==> src/rtl/bp_cce_uncached_responder_pkg.sv <==
// Message formats for the uncached CCE responder.
// Holds the LCE request/response/command structs, the memory message struct
// with its echoed payload, and the two translation helpers used by the top.
// No ports: package only.
package bp_cce_uncached_responder_pkg;

  localparam int cce_id_width_p    = 3;
  localparam int lce_id_width_p    = 4;
  localparam int paddr_width_p     = 40;
  localparam int dword_width_p     = 64;
  localparam int cce_block_width_p = 128;
  localparam int size_width_p      = 4;

  typedef enum logic [1:0] {
    e_lce_req_type_rd        = 2'd0,
    e_lce_req_type_wr        = 2'd1,
    e_lce_req_uncached_load  = 2'd2,
    e_lce_req_uncached_store = 2'd3
  } bp_lce_cce_req_type_e;

  typedef enum logic [1:0] {
    e_cce_mem_rd    = 2'd0,
    e_cce_mem_wr    = 2'd1,
    e_cce_mem_uc_rd = 2'd2,
    e_cce_mem_uc_wr = 2'd3
  } bp_cce_mem_cmd_type_e;

  typedef enum logic [1:0] {
    e_lce_cmd_sync       = 2'd0,
    e_lce_cmd_set_clear  = 2'd1,
    e_lce_cmd_uc_data    = 2'd2,
    e_lce_cmd_uc_st_done = 2'd3
  } bp_lce_cmd_type_e;

  typedef struct packed {
    bp_lce_cce_req_type_e        msg_type;
    logic [lce_id_width_p-1:0]   src_id;
    logic [size_width_p-1:0]     size;
    logic [paddr_width_p-1:0]    addr;
    logic [dword_width_p-1:0]    data;
  } bp_lce_cce_req_s;

  typedef struct packed {
    logic [lce_id_width_p-1:0]   src_id;
    logic [1:0]                  msg_type;
    logic [paddr_width_p-1:0]    addr;
  } bp_lce_cce_resp_s;

  // Echoed by memory so the response path needs no lookup table.
  typedef struct packed {
    logic [lce_id_width_p-1:0]   lce_id;
    bp_lce_cce_req_type_e        req_type;
  } bp_cce_mem_payload_s;

  typedef struct packed {
    bp_cce_mem_cmd_type_e        msg_type;
    logic [size_width_p-1:0]     size;
    logic [paddr_width_p-1:0]    addr;
    bp_cce_mem_payload_s         payload;
    logic [cce_block_width_p-1:0] data;
  } bp_cce_mem_msg_s;

  typedef struct packed {
    bp_lce_cmd_type_e            msg_type;
    logic [lce_id_width_p-1:0]   dst_id;
    logic [cce_id_width_p-1:0]   src_id;
    logic [size_width_p-1:0]     size;
    logic [paddr_width_p-1:0]    addr;
    logic [cce_block_width_p-1:0] data;
  } bp_lce_cmd_s;

  // Uncached request -> memory command; stores carry their dword zero-extended.
  function automatic bp_cce_mem_msg_s lce_req_to_mem_cmd(input bp_lce_cce_req_s req);
    bp_cce_mem_msg_s cmd;
    cmd                  = '0;
    cmd.size             = req.size;
    cmd.addr             = req.addr;
    cmd.payload.lce_id   = req.src_id;
    cmd.payload.req_type = req.msg_type;
    case (req.msg_type)
      e_lce_req_uncached_store: begin
        cmd.msg_type = e_cce_mem_uc_wr;
        cmd.data     = {{(cce_block_width_p-dword_width_p){1'b0}}, req.data};
      end
      default: cmd.msg_type = e_cce_mem_uc_rd;
    endcase
    return cmd;
  endfunction

  // Memory response -> LCE command; only load data survives, stores return zero.
  function automatic bp_lce_cmd_s mem_resp_to_lce_cmd(input bp_cce_mem_msg_s resp,
                                                      input logic [cce_id_width_p-1:0] cce_id);
    bp_lce_cmd_s cmd;
    cmd        = '0;
    cmd.dst_id = resp.payload.lce_id;
    cmd.src_id = cce_id;
    cmd.size   = resp.size;
    cmd.addr   = resp.addr;
    case (resp.msg_type)
      e_cce_mem_uc_rd: begin
        cmd.msg_type = e_lce_cmd_uc_data;
        cmd.data     = {{(cce_block_width_p-dword_width_p){1'b0}}, resp.data[dword_width_p-1:0]};
      end
      default: cmd.msg_type = e_lce_cmd_uc_st_done;
    endcase
    return cmd;
  endfunction

endpackage

==> src/rtl/bp_cce_uncached_responder_checker.sv <==
// Non-synthesizing checker for the outstanding-transaction counter.
// Ports: clk_i/reset_i, count_i (current count), up_i/down_i (this cycle's
// increment and decrement). Flags any step past max_outstanding_p or below zero.
module bp_cce_uncached_responder_checker #(
  parameter int max_outstanding_p = 8,
  parameter int count_width_p     = 4
) (
  input logic                     clk_i,
  input logic                     reset_i,
  input logic [count_width_p-1:0] count_i,
  input logic                     up_i,
  input logic                     down_i
);

  overflow: assert property (@(posedge clk_i) disable iff (reset_i)
    !(up_i && !down_i && (count_i == count_width_p'(max_outstanding_p))));

  underflow: assert property (@(posedge clk_i) disable iff (reset_i)
    !(down_i && !up_i && (count_i == '0)));

endmodule

==> src/rtl/bp_cce_uncached_responder_fifo.sv <==
// Two-entry valid/ready FIFO for translated LCE commands.
// Ports: clk_i/reset_i; enqueue side data_i, v_i, ready_o (ready = not full);
// dequeue side data_o, v_o, yumi_i (yumi only while v_o).
module bp_cce_uncached_responder_fifo #(
  parameter int width_p = 8
) (
  input  logic               clk_i,
  input  logic               reset_i,
  input  logic [width_p-1:0] data_i,
  input  logic               v_i,
  output logic               ready_o,
  output logic [width_p-1:0] data_o,
  output logic               v_o,
  input  logic               yumi_i
);

  logic [width_p-1:0] storage [2];
  logic               rd_ptr;
  logic               wr_ptr;
  logic [1:0]         count;

  logic enq;
  logic deq;

  assign ready_o = (count != 2'd2);
  assign v_o     = (count != 2'd0);
  assign enq     = v_i & ready_o;
  assign deq     = yumi_i & v_o;
  assign data_o  = storage[rd_ptr];

  // Pointer and occupancy bookkeeping.
  always_ff @(posedge clk_i) begin
    if (reset_i) begin
      rd_ptr <= 1'b0;
      wr_ptr <= 1'b0;
      count  <= 2'd0;
    end else begin
      rd_ptr <= rd_ptr ^ deq;
      wr_ptr <= wr_ptr ^ enq;
      count  <= count + {1'b0, enq} - {1'b0, deq};
    end
  end

  // Entry storage; contents are only meaningful while counted as occupied.
  always_ff @(posedge clk_i) begin
    if (enq) begin
      storage[wr_ptr] <= data_i;
    end
  end

endmodule

==> src/rtl/bp_cce_uncached_responder.sv <==
// Uncached-only CCE endpoint: turns LCE uncached loads/stores into memory
// commands and memory responses back into uc_data / uc_st_done LCE commands.
// Ports: clk_i, reset_i (sync, active high), cce_id_i; lce_req_i/_v_i/_yumi_o;
// lce_resp_i/_v_i/_yumi_o (drained and ignored); lce_cmd_o/_v_o/_ready_i;
// mem_cmd_o/_v_o/_ready_i; mem_resp_i/_v_i/_yumi_o; error_o (sticky, cached
// request seen).
module bp_cce_uncached_responder
  import bp_cce_uncached_responder_pkg::*;
#(
  parameter int max_outstanding_p = 8
) (
  input  logic                      clk_i,
  input  logic                      reset_i,
  input  logic [cce_id_width_p-1:0] cce_id_i,
  input  bp_lce_cce_req_s           lce_req_i,
  input  logic                      lce_req_v_i,
  output logic                      lce_req_yumi_o,
  input  bp_lce_cce_resp_s          lce_resp_i,
  input  logic                      lce_resp_v_i,
  output logic                      lce_resp_yumi_o,
  output bp_lce_cmd_s               lce_cmd_o,
  output logic                      lce_cmd_v_o,
  input  logic                      lce_cmd_ready_i,
  output bp_cce_mem_msg_s           mem_cmd_o,
  output logic                      mem_cmd_v_o,
  input  logic                      mem_cmd_ready_i,
  input  bp_cce_mem_msg_s           mem_resp_i,
  input  logic                      mem_resp_v_i,
  output logic                      mem_resp_yumi_o,
  output logic                      error_o
);

  localparam int count_width_lp = $clog2(max_outstanding_p + 1);

  typedef enum logic {e_empty = 1'b0, e_full = 1'b1} req_state_e;

  req_state_e                state_r, state_n;
  bp_cce_mem_msg_s           mem_cmd_r, mem_cmd_n;
  logic [count_width_lp-1:0] count_r;
  logic                      error_r;

  logic req_uncached;
  logic mem_cmd_hs;
  logic count_avail;
  logic accept_uc;
  logic accept_cached;
  logic cmd_hs;
  logic fifo_ready;
  logic unused;

  // LCE responses and the unused parts of memory responses carry nothing we need.
  assign unused = ^{lce_resp_i, mem_resp_i};

  assign req_uncached = (lce_req_i.msg_type == e_lce_req_uncached_load)
                      | (lce_req_i.msg_type == e_lce_req_uncached_store);
  assign mem_cmd_v_o  = (state_r == e_full);
  assign mem_cmd_o    = mem_cmd_r;
  assign mem_cmd_hs   = mem_cmd_v_o & mem_cmd_ready_i;
  // Strict compare: a decrement in the same cycle does not free a slot early.
  assign count_avail  = (count_r < count_width_lp'(max_outstanding_p));

  assign lce_req_yumi_o  = ~reset_i & lce_req_v_i & ((state_r == e_empty) | mem_cmd_hs) & count_avail;
  assign lce_resp_yumi_o = ~reset_i & lce_resp_v_i;
  assign accept_uc       = lce_req_yumi_o & req_uncached;
  assign accept_cached   = lce_req_yumi_o & ~req_uncached;
  assign cmd_hs          = lce_cmd_v_o & lce_cmd_ready_i;
  assign error_o         = error_r;

  // Request register next state: load on accept, release on memory handshake.
  always_comb begin
    state_n   = state_r;
    mem_cmd_n = mem_cmd_r;
    unique case (state_r)
      e_empty: begin
        if (accept_uc) begin
          state_n   = e_full;
          mem_cmd_n = lce_req_to_mem_cmd(lce_req_i);
        end else begin
          state_n   = e_empty;
        end
      end
      e_full: begin
        if (accept_uc) begin
          mem_cmd_n = lce_req_to_mem_cmd(lce_req_i);
        end else if (mem_cmd_hs) begin
          state_n   = e_empty;
        end else begin
          state_n   = e_full;
        end
      end
      default: state_n = e_empty;
    endcase
  end

  // Request register, outstanding counter and sticky error flag.
  always_ff @(posedge clk_i) begin
    if (reset_i) begin
      state_r   <= e_empty;
      mem_cmd_r <= '0;
      count_r   <= '0;
      error_r   <= 1'b0;
    end else begin
      state_r   <= state_n;
      mem_cmd_r <= mem_cmd_n;
      count_r   <= count_r + count_width_lp'(accept_uc) - count_width_lp'(cmd_hs);
      error_r   <= error_r | accept_cached;
    end
  end

  assign mem_resp_yumi_o = ~reset_i & mem_resp_v_i & fifo_ready;

  bp_cce_uncached_responder_fifo #(
    .width_p ($bits(bp_lce_cmd_s))
  ) resp_fifo (
    .clk_i   (clk_i),
    .reset_i (reset_i),
    .data_i  (mem_resp_to_lce_cmd(mem_resp_i, cce_id_i)),
    .v_i     (mem_resp_yumi_o),
    .ready_o (fifo_ready),
    .data_o  (lce_cmd_o),
    .v_o     (lce_cmd_v_o),
    .yumi_i  (cmd_hs)
  );

  bp_cce_uncached_responder_checker #(
    .max_outstanding_p (max_outstanding_p),
    .count_width_p     (count_width_lp)
  ) count_checker (
    .clk_i   (clk_i),
    .reset_i (reset_i),
    .count_i (count_r),
    .up_i    (accept_uc),
    .down_i  (cmd_hs)
  );

endmodule

==> config.mk <==
export PLATFORM = sky130hd
export DESIGN_NAME = bp_cce_uncached_responder
export DESIGN_NICKNAME = d
export VERILOG_FILES = /design/src/rtl/bp_cce_uncached_responder_pkg.sv /design/src/rtl/bp_cce_uncached_responder_checker.sv /design/src/rtl/bp_cce_uncached_responder_fifo.sv /design/src/rtl/bp_cce_uncached_responder.sv
export SDC_FILE = /design/constraint.sdc
export NUM_CORES = 1
export LEC_CHECK = 0
export BUFFER_PORTS_ARGS = -buffer_cell sky130_fd_sc_hd__buf_2
export CORE_AREA = 2 2 276 278
export DETAILED_ROUTE_END_ITERATION = 16
export DIE_AREA = 0 0 278 280
export HOLD_SLACK_MARGIN = 0.12
export PLACE_DENSITY = 0.58
export SLEW_MARGIN = 5
export SYNTH_ARGS = -nofsm -noshare
export SYNTH_HDL_FRONTEND = slang
export SYNTH_HIERARCHICAL = 1
export SYNTH_SLANG_ARGS = --single-unit
export TNS_END_PERCENT = 1
==> constraint.sdc <==
create_clock -name clk_i -period 9.46 [get_ports clk_i]
set_input_delay 1.892 -clock clk_i [delete_from_list [all_inputs] [get_ports clk_i]]
set_output_delay 1.892 -clock clk_i [all_outputs]
set_load 0.05 [all_outputs]
==> results of run 1 <==
how the worst min path moves through the flow:
stage / slack, ps / endpoint / startpoint / cells past startpoint
2_1_floorplan: 520 / resp_fifo/wr_ptr$_SDFF_PP0_ / resp_fifo/wr_ptr$_SDFF_PP0_ / 3
3_3_place_gp: 440 / error_o$_SDFF_PP0_ / error_o$_SDFF_PP0_ / 2
3_5_place_dp: 460 / error_o$_SDFF_PP0_ / error_o$_SDFF_PP0_ / 2
4_1_cts: 470 / error_o$_SDFF_PP0_ / error_o$_SDFF_PP0_ / 2
5_1_grt: 490 / mem_cmd_o[63]$_SDFFE_PP0P_ / mem_cmd_o[63]$_SDFFE_PP0P_ / 2
6_report: 470 / error_o$_SDFF_PP0_ / error_o$_SDFF_PP0_ / 2
per-stage QoR:
step	area (um^2)	hold WS [ps]
global placement	23200	440
floorplan	20000	524
CTS	25000	470
detailed placement	23200	456
global route	25000	490
finish	25000	468
critical path: stages, from the launching register on:
cell and delay, ps:
sky130_fd_sc_hd__dfxtp_4 720, sky130_fd_sc_hd__buf_12 570, sky130_fd_sc_hd__mux2_2 470, sky130_fd_sc_hd__buf_2 230
kinds of logic (layout without fill, tap and decap cells):
kind of cell	after synthesis	in the layout	share of synthesized area, %
buffers and inverters	134	660	4.96
AOI/OAI and AO/OA	11	11	0.376
and+or+nand+nor	272	272	7.87
muxes	296	296	16.8
xor gates and xnor gates	3	3	0.136
adders and majority gates	7	7	0.492
DFF	488	488	69.3
other	2	195	0.0389
flip-flops by register name, indices dropped and copies added, names as in the netlist:
signal and count:
resp_fifo/wr_ptr 1, count_r 4, resp_fifo/count 2, resp_fifo/rd_ptr 1, resp_fifo/storage 362, mem_cmd_o 116, error_o 1, mem_cmd_v_o 1
area by class of cell:
class / count / area, um^2 / share of cell area, %
multi-input cells: 783 / 5720 / 22.9
inverters: 9 / 33.8 / 0.135
clock buffers: 73 / 1540 / 6.15
clock inverters: 30 / 239 / 0.958
flip-flops and latches: 488 / 13400 / 53.7
diodes: 1 / 2.50 / 0.0100
repair buffers: 548 / 2800 / 11.2
well taps: 978 / 1220 / 4.90
per-layer routing:
metal	up-vias	track usage, %	share of wire, %	wire length [um]
met5	-	0	0.023	11
met4	2	3.04	2.0	937
met3	72	4.17	9.1	4280
met2	448	20.1	50	23400
met1	5460	13.1	39	18300
li1	5420	-	-	-
cell usage after synthesis, drive strengths merged, types with 2 or more instances:
cell | n | area, um^2
edfxtp | 362 | 10900
mux2 | 232 | 2610
dfxtp | 126 | 2520
buf | 97 | 820
nand2b | 68 | 425
and2 | 66 | 413
nand2 | 65 | 244
mux2i | 64 | 641
nor2b | 56 | 350
clkbuf | 28 | 105
inv | 9 | 33.8
nor2 | 8 | 30.0
ha | 6 | 75.1
o21ai | 4 | 20.0
nand3 | 3 | 15.0
a21oi | 2 | 10.0
conb | 2 | 7.51
xor2 | 2 | 17.5
power breakdown:
part	internal, uW	leakage (uW)	switching (uW)
sequential	2410	0.00439	36.0
combinational	188	0.00521	513
clock	1220	0.000870	857
==> impl_summary.txt, run 1 <==
----------------------------------------------------
[Final layout]
  Share of layout cells above drive strength 1 ... 44.2%
  Final nets ... 2244
  Non-Filler Instances ... 2910
  Leading cell type in the layout, fill and taps excluded ... sky130_fd_sc_hd__buf_2
  Top library cells by usage in the layout, fill and taps aside ... sky130_fd_sc_hd__buf_2 (539), sky130_fd_sc_hd__edfxtp_1 (362), sky130_fd_sc_hd__mux2_2 (219), sky130_fd_sc_hd__conb_1 (194), sky130_fd_sc_hd__dfxtp_1 (125)
  FILL cells ... 7488
  Layout overhead on the synthesized area ... 29.1%
  Final core occ ... about a third

[Timing]
  Final clock skew ... 17.5 ps
  Setup repair after global routing missed its margin ... false
  Relative max-transition margin ... 31.1%
  Post-route setup TNS ... 0 ps
  Ratio of final minimum period to clock period ... 50.8%
  Number of hold violations in the final report ... 0
  Final setup vio count ... 0
  Maximum clock frequency ... around 210 MHz
  Final Worst Setup Slack ... roughly 4700 ps
  Worst Tran Pin Value ... 1030 ps
  Pins over their slew limit ... 0
  Shortest clock period the worst path allows after layout ... 4810 ps

[Clock network]
  CTS Buf Count ... 57
  Clock insertion delay at the later pin of the skew report ... 590 ps
  Clock-pin slew reported for the worst setup and hold paths after clock tree synthesis ... approximately 60 ps
  Post-CTS sizing ... 0
  CTS tree ... yes
  CTS HTree Levels ... 2
  Number of setup buffers added after CTS ... 0
  # clock sinks ... 488
  Clock root buffer master ... sky130_fd_sc_hd__clkbuf_16
  Largest buffer count on any clock path ... 3
  Hold buffers post-CTS ... 0

[Setup path]
  Worst setup path endpoint ... lce_cmd_o[41]
  CP Max Fanout ... 147
  CP Data Arrival Time ... 2910 ps
  Count of cells along the worst register-to-register path ... 6
  Endpoint class of the critical path ... output port
  Startpoint kind of the worst setup timing path ... flip-flop
  R2r startpoint ... resp_fifo/count[0]$_SDFF_PP0_
  Reg2reg setup slack ... 6290 ps
  WP data required ... 7570 ps
  Critical Setup Path Class ... reg2out
  Critical path launch point ... resp_fifo/rd_ptr$_SDFF_PP0_
  R2R Path End ... resp_fifo/storage[0][31]$_DFFE_PP_

[Power]
  PD cells ... 209 nW/um^2
  Overall power after layout ... 5220 uW
  IR drop worst, VDD ... 145 uV
  Leakage power summed over all cells ... 0.0105 uW

[Global routing]
  Global-route total usage across every layer ... 11.4%
  First-pass GRT wire length ... between 60000 and 70000 um
  Number of antenna violations at the first check in global routing ... 7
  Final global-route overflow total ... 0
  Maximum number of pins on one net before global-route repair ... approximately 150
  Vias in the first global route ... about 12000

[Logic synthesis]
  Flops & latches, synth ... between 400 and 500
  Async set-reset flop share out of synthesis ... 0%
  Netlist area before placement ... 19300 um^2
  Gate Count Post-Synth ... 1213
  Top FF cell, synth ... sky130_fd_sc_hd__edfxtp_1
  Number of synthesis warnings ... 6
  Unique cell type count in the Yosys netlist ... 34
  Sequential cell area fraction in the yosys report ... 69.3%
  Number of enable flip-flop cells after synthesis ... 362
  Avg Synthesized Cell Area ... 15.9 um^2

[Floorplanning]
  Core Area ... 75200 um^2
  Die Area ... 77800 um^2
  Site row count ... 101
  Die Wd ... 278 um
  Starting Density ... 25.7%
  Height of the die ... 280 um
  Number of ports placed on the die boundary ... 717

[Routing]
  Vias ... approximately 11000
  Vias per Instance ... 3.92
  Number of DRC violations after detailed-routing iteration 0 ... 469
  Number of detailed-routing iterations run before antenna repair ... 6
  Wirelength per Cell ... around 16 um
  Total wire length ... 46900 um
  Antenna-violating nets left ... 0
  Residual DRC count ... 0

[Status]
  Run status ... finished, final reports clean

[Placement]
  Final RePlAce weighted congestion ... 0.809
  Worst setup slack after placement ... 4620 ps
  Quantity of I/O buffers inserted on ports ... 540
  Estimated wirelength of the detail-placed design ... 31800 um
  Placed insts ... 2806

[Job]
  MaxCap Viol Count ... 0

[Worst hold path]
  Worst hold-check path type ... reg2reg

----------------------------------------------------
Power figures use the tool's default switching activity.
==> inputs of run 2 (changes only) <==
ABC_AREA = 1   (was not set)
CORE_AREA = 2 2 280 282   (was 2 2 276 278)
DIE_AREA = 0 0 282 284   (was 0 0 278 280)
PLACE_DENSITY = 0.59   (was 0.58)
clock period = 4.4 ns   (was 9.46 ns; I/O delays follow)
==> run 2 against run 1 <==
  * Core utilization fell by 0.18 points
  * First-iteration DRC count is 53% higher
  * Synthesized cell count up 55%
  * Routed wire length up 18%
  * Register-to-register slack got worse by 4100 ps
  * Global-route usage increased by 1.7 points
  * Via count increased by 26%
  * Critical path type unchanged
  * Largest cell class unchanged
  * Largest power group unchanged
==> impl_summary.txt, run 2 <==
----------------------------------------------------
[Power]
  Proportion of total power due to net switching ... 30.2% (was 26.9%)
  PD cells ... 472 nW/um^2 (was 209 nW/um^2)
  Clock share of power ... 38.7% (was 39.8%)
  Sw power ... 3620 uW (was 1410 uW)
  IR drop worst, VDD ... 310 uV (was 145 uV)
  Leakage power summed over all cells ... 0.0116 uW (was 0.0105 uW)
  Internal ... 8360 uW (was 3820 uW)
  Combinational cell fraction of total power ... 17.2% (was 13.4%)
  Relative contribution of sequential cells to total power ... 44.1% (was 46.8%)

[Final layout]
  Final nets ... 2881 (was 2244)
  Top library cells by usage in the layout, fill and taps aside ... sky130_fd_sc_hd__nand2_1 (671), sky130_fd_sc_hd__buf_2 (539), sky130_fd_sc_hd__edfxtp_1 (362), sky130_fd_sc_hd__conb_1 (194), sky130_fd_sc_hd__inv_1 (147) (was sky130_fd_sc_hd__buf_2 (539), sky130_fd_sc_hd__edfxtp_1 (362), sky130_fd_sc_hd__mux2_2 (219), sky130_fd_sc_hd__conb_1 (194), sky130_fd_sc_hd__dfxtp_1 (125))
  Largest register by flop count ... resp_fifo/storage (unchanged)
  Max reg flops ... 362 (unchanged)
  Non-Filler Instances ... 3616 (was 2910)
  Share of layout cells above drive strength 1 ... 26.0% (was 44.2%)
  Reg area ... 13400 um^2 (unchanged)
  Layout overhead on the synthesized area ... 30.1% (was 29.1%)
  Final core occ ... 33.0% (was 33.2%)
  Combined area of the multi-input logic cells ... 5260 um^2 (was 5720 um^2)
  FILL cells ... 7923 (was 7488)
  Leading cell type in the layout, fill and taps excluded ... sky130_fd_sc_hd__nand2_1 (was sky130_fd_sc_hd__buf_2)

[Clock network]
  CTS HTree Levels ... 2 (unchanged)
  CTS tree ... yes (unchanged)
  Clock insertion delay at the later pin of the skew report ... 610 ps (was 590 ps)
  Number of setup buffers added after CTS ... 0 (unchanged)
  Clock root buffer master ... sky130_fd_sc_hd__clkbuf_16 (unchanged)
  Post-CTS sizing ... 0 (unchanged)
  Clock-pin slew reported for the worst setup and hold paths after clock tree synthesis ... 60 ps (about the same)
  CTS Buf Count ... 55 (was 57)
  # clock sinks ... 488 (unchanged)
  Hold buffers post-CTS ... 0 (unchanged)
  Largest buffer count on any clock path ... 3 (unchanged)

[Worst hold path]
  Hold Startpoint ... mem_cmd_o[54]$_SDFFE_PP0P_ (was error_o$_SDFF_PP0_)
  Worst hold-check path type ... reg2reg (unchanged)

[Placement]
  Placed insts ... 3507 (was 2806)
  Estimated wirelength of the detail-placed design ... 37200 um (was 31800 um)
  Final RePlAce weighted congestion ... 0.832 (was 0.809)
  Worst setup slack after placement ... 1370 ps (was 4620 ps)
  Quantity of I/O buffers inserted on ports ... 540 (unchanged)

[Logic synthesis]
  Netlist area before placement ... 19500 um^2 (was 19300 um^2)
  Top FF cell, synth ... sky130_fd_sc_hd__edfxtp_1 (unchanged)
  Number of enable flip-flop cells after synthesis ... 362 (unchanged)
  Async set-reset flop share out of synthesis ... 0% (unchanged)
  Sequential cell area fraction in the yosys report ... 68.6% (was 69.3%)
  Gate Count Post-Synth ... 1881 (was 1213)
  Unique cell type count in the Yosys netlist ... 25 (was 34)
  Most frequently used cell type in the post-synthesis netlist ... sky130_fd_sc_hd__nand2_1 (was sky130_fd_sc_hd__edfxtp_1)
  Flops & latches, synth ... 488 (unchanged)
  Yosys top cell area share ... 55.7% (was 56.2%)
  Avg Synthesized Cell Area ... 10.4 um^2 (was 15.9 um^2)
  Most used standard cells in the synthesized netlist ... sky130_fd_sc_hd__nand2_1 (675), sky130_fd_sc_hd__edfxtp_1 (362), sky130_fd_sc_hd__inv_1 (147) (was sky130_fd_sc_hd__edfxtp_1 (362), sky130_fd_sc_hd__mux2_2 (219), sky130_fd_sc_hd__dfxtp_1 (126))
  Number of synthesis warnings ... 6 (unchanged)
  Largest cells by area after synthesis ... sky130_fd_sc_hd__edfxtp_1 (56%), sky130_fd_sc_hd__nand2_1 (13%), sky130_fd_sc_hd__dfxtp_1 (13%), sky130_fd_sc_hd__buf_4 (3.6%), sky130_fd_sc_hd__inv_1 (2.8%) (was sky130_fd_sc_hd__edfxtp_1 (56%), sky130_fd_sc_hd__dfxtp_1 (13%), sky130_fd_sc_hd__mux2_2 (13%), sky130_fd_sc_hd__mux2i_1 (3.3%), sky130_fd_sc_hd__buf_4 (2.6%))
  Post-synth top area cell ... sky130_fd_sc_hd__edfxtp_1 (unchanged)

[Floorplanning]
  Core Area ... 77000 um^2 (was 75200 um^2)
  Die Wd ... 282 um (was 278 um)
  Starting Density ... 25.4% (was 25.7%)
  Site row count ... 102 (was 101)
  Die Area ... 80100 um^2 (was 77800 um^2)
  Height of the die ... 284 um (was 280 um)
  Number of ports placed on the die boundary ... 717 (unchanged)

[Routing]
  Antenna-violating nets left ... 0 (unchanged)
  Number of detailed-routing iterations run before antenna repair ... 5 (was 6)
  Number of DRC violations after detailed-routing iteration 0 ... 718 (was 469)
  Total wire length ... 55300 um (was 46900 um)
  Wirelength per Cell ... 15.3 um (was 16.1 um)
  Residual DRC count ... 0 (unchanged)
  Vias per Instance ... 3.98 (was 3.92)
  Vias ... 14400 (was 11400)

[Timing]
  Final Worst Setup Slack ... 862 ps (was 4650 ps)
  Maximum clock frequency ... 283 MHz
  Worst Tran Pin Value ... 1350 ps (was 1030 ps)
  Hold_ws ... 456 ps (was 468 ps)
  Relative max-transition margin ... 10.3% (was 31.1%)
  Final clock skew ... 18.2 ps (was 17.5 ps)
  Ratio of final minimum period to clock period ... 80.4%
  Number of hold violations in the final report ... 0 (unchanged)
  Shortest clock period the worst path allows after layout ... 3540 ps
  Pins over their slew limit ... 0 (unchanged)
  Setup repair after global routing missed its margin ... false (unchanged)
  Final setup vio count ... 0 (unchanged)

[Global routing]
  Final global-route overflow total ... 0 (unchanged)
  Met3 track utilization from global routing ... 5.71% (was 4.17%)
  Maximum number of pins on one net before global-route repair ... 183 (was 148)
  Number of antenna violations at the first check in global routing ... 22 (was 7)
  First-pass GRT wire length ... 80500 um (was 69000 um)
  Vias in the first global route ... 13600 (was 11900)
  Global-route total usage across every layer ... 13.1% (was 11.4%)
  Met1 Usage GRT ... 14.5% (was 13.1%)
  Fraction of met2 tracks used by global routing ... 22.0% (was 20.1%)
  Busiest metal layer after global routing ... met2 (unchanged)

[Setup path]
  Startpoint kind of the worst setup timing path ... flip-flop (unchanged)
  Reg2reg setup slack ... 2150 ps (was 6290 ps)
  WP data required ... 3520 ps (was 7570 ps)
  CP max stage delay ... 380 ps (was 720 ps)
  Critical-path top delay cell ... sky130_fd_sc_hd__dfxtp_4 (unchanged)
  Total buffers and inverters traversed by the critical path ... 2 (unchanged)
  Most used cell, CP ... sky130_fd_sc_hd__nand2_1
  CP Max Fanout ... 182 (was 147)
  Critical path, cell by cell ... buf_12 > nand2_1 > nand2_1 > buf_2 (was buf_12 > mux2_2 > buf_2)
  Critical Setup Path Class ... reg2out (unchanged)
  R2r startpoint ... resp_fifo/count[0]$_SDFF_PP0_ (unchanged)
  Critical path launch point ... resp_fifo/rd_ptr$_SDFF_PP0_ (unchanged)
  CP Data Arrival Time ... 2660 ps (was 2910 ps)
  Endpoint class of the critical path ... output port (unchanged)
  Gate family responsible for the most delay along the worst path ... buffers and inverters (unchanged)

[Status]
  Run status ... finished, final reports clean (unchanged)

[Job]
  MaxCap Viol Count ... 0 (unchanged)

----------------------------------------------------
-- run 2: cell type report --
type / count / share of cell area (%)
well taps: 1040 / 5.12
flip-flops and latches: 488 / 52.7
repair buffers: 569 / 11.9
clock buffers: 65 / 5.76
inverters: 150 / 2.25
clock inverters: 37 / 1.48
diodes: 7 / 0.0689
multi-input cells: 1260 / 20.7
-- run 2: per-layer routing --
metal / up-vias / share of wire [%] / wire, um
met5: - / 0.15 / 85
met4: 14 / 3.6 / 1980
met3: 119 / 11 / 6040
met2: 522 / 47 / 26100
met1: 6552 / 38 / 21000
li1: 7183 / - / -
-- run 2: per-stage QoR --
stage	setup TNS, ps	cell area (um^2)	power (uW)
after floorplan	-61390	20300	6910
after global placement	0	23600	7450
after detailed placement	0	23600	7460
after CTS	0	25400	12200
after global routing	0	25400	12500
final	0	25400	12000
-- run 2: worst min-delay path, stage by stage (launching register included) --
cell and delay, ps:
sky130_fd_sc_hd__dfxtp_1 300, sky130_fd_sc_hd__nand2_1 60, sky130_fd_sc_hd__a21oi_1 50
-- run 2: worst paths after layout --
path                                             end  cells after the start
hold / removal            mem_cmd_o[54]$_SDFFE_PP0P_                      2
setup reg to reg  resp_fifo/storage[0][45]$_DFFE_PP_                      8
hold reg to reg           mem_cmd_o[54]$_SDFFE_PP0P_                      2
setup / recovery                      lce_cmd_o[172]                      4
-- run 2: cells by family (layout without fill, tap and decap cells) --
family	after synthesis	in the layout	synth area share [%]
AND/OR/NAND/NOR	984	984	20.5
flip-flops	488	488	68.6
adder cells (fa/ha/maj)	7	7	0.487
XOR/XNOR	3	3	0.135
other	2	201	0.0385
AO/OA/AOI/OAI	72	72	1.85
buffers and inverters	325	821	8.44
-- run 2: power groups by stage --
stage               logic, uW  registers, uW  clock network [uW]
floorplan                1340           5570                   0
finish                   2060           5280                4640
detailed placement       2090           5380                   0
global route             2230           5300                4970
CTS                      2090           5280                4790
global placement         2080           5370                   0
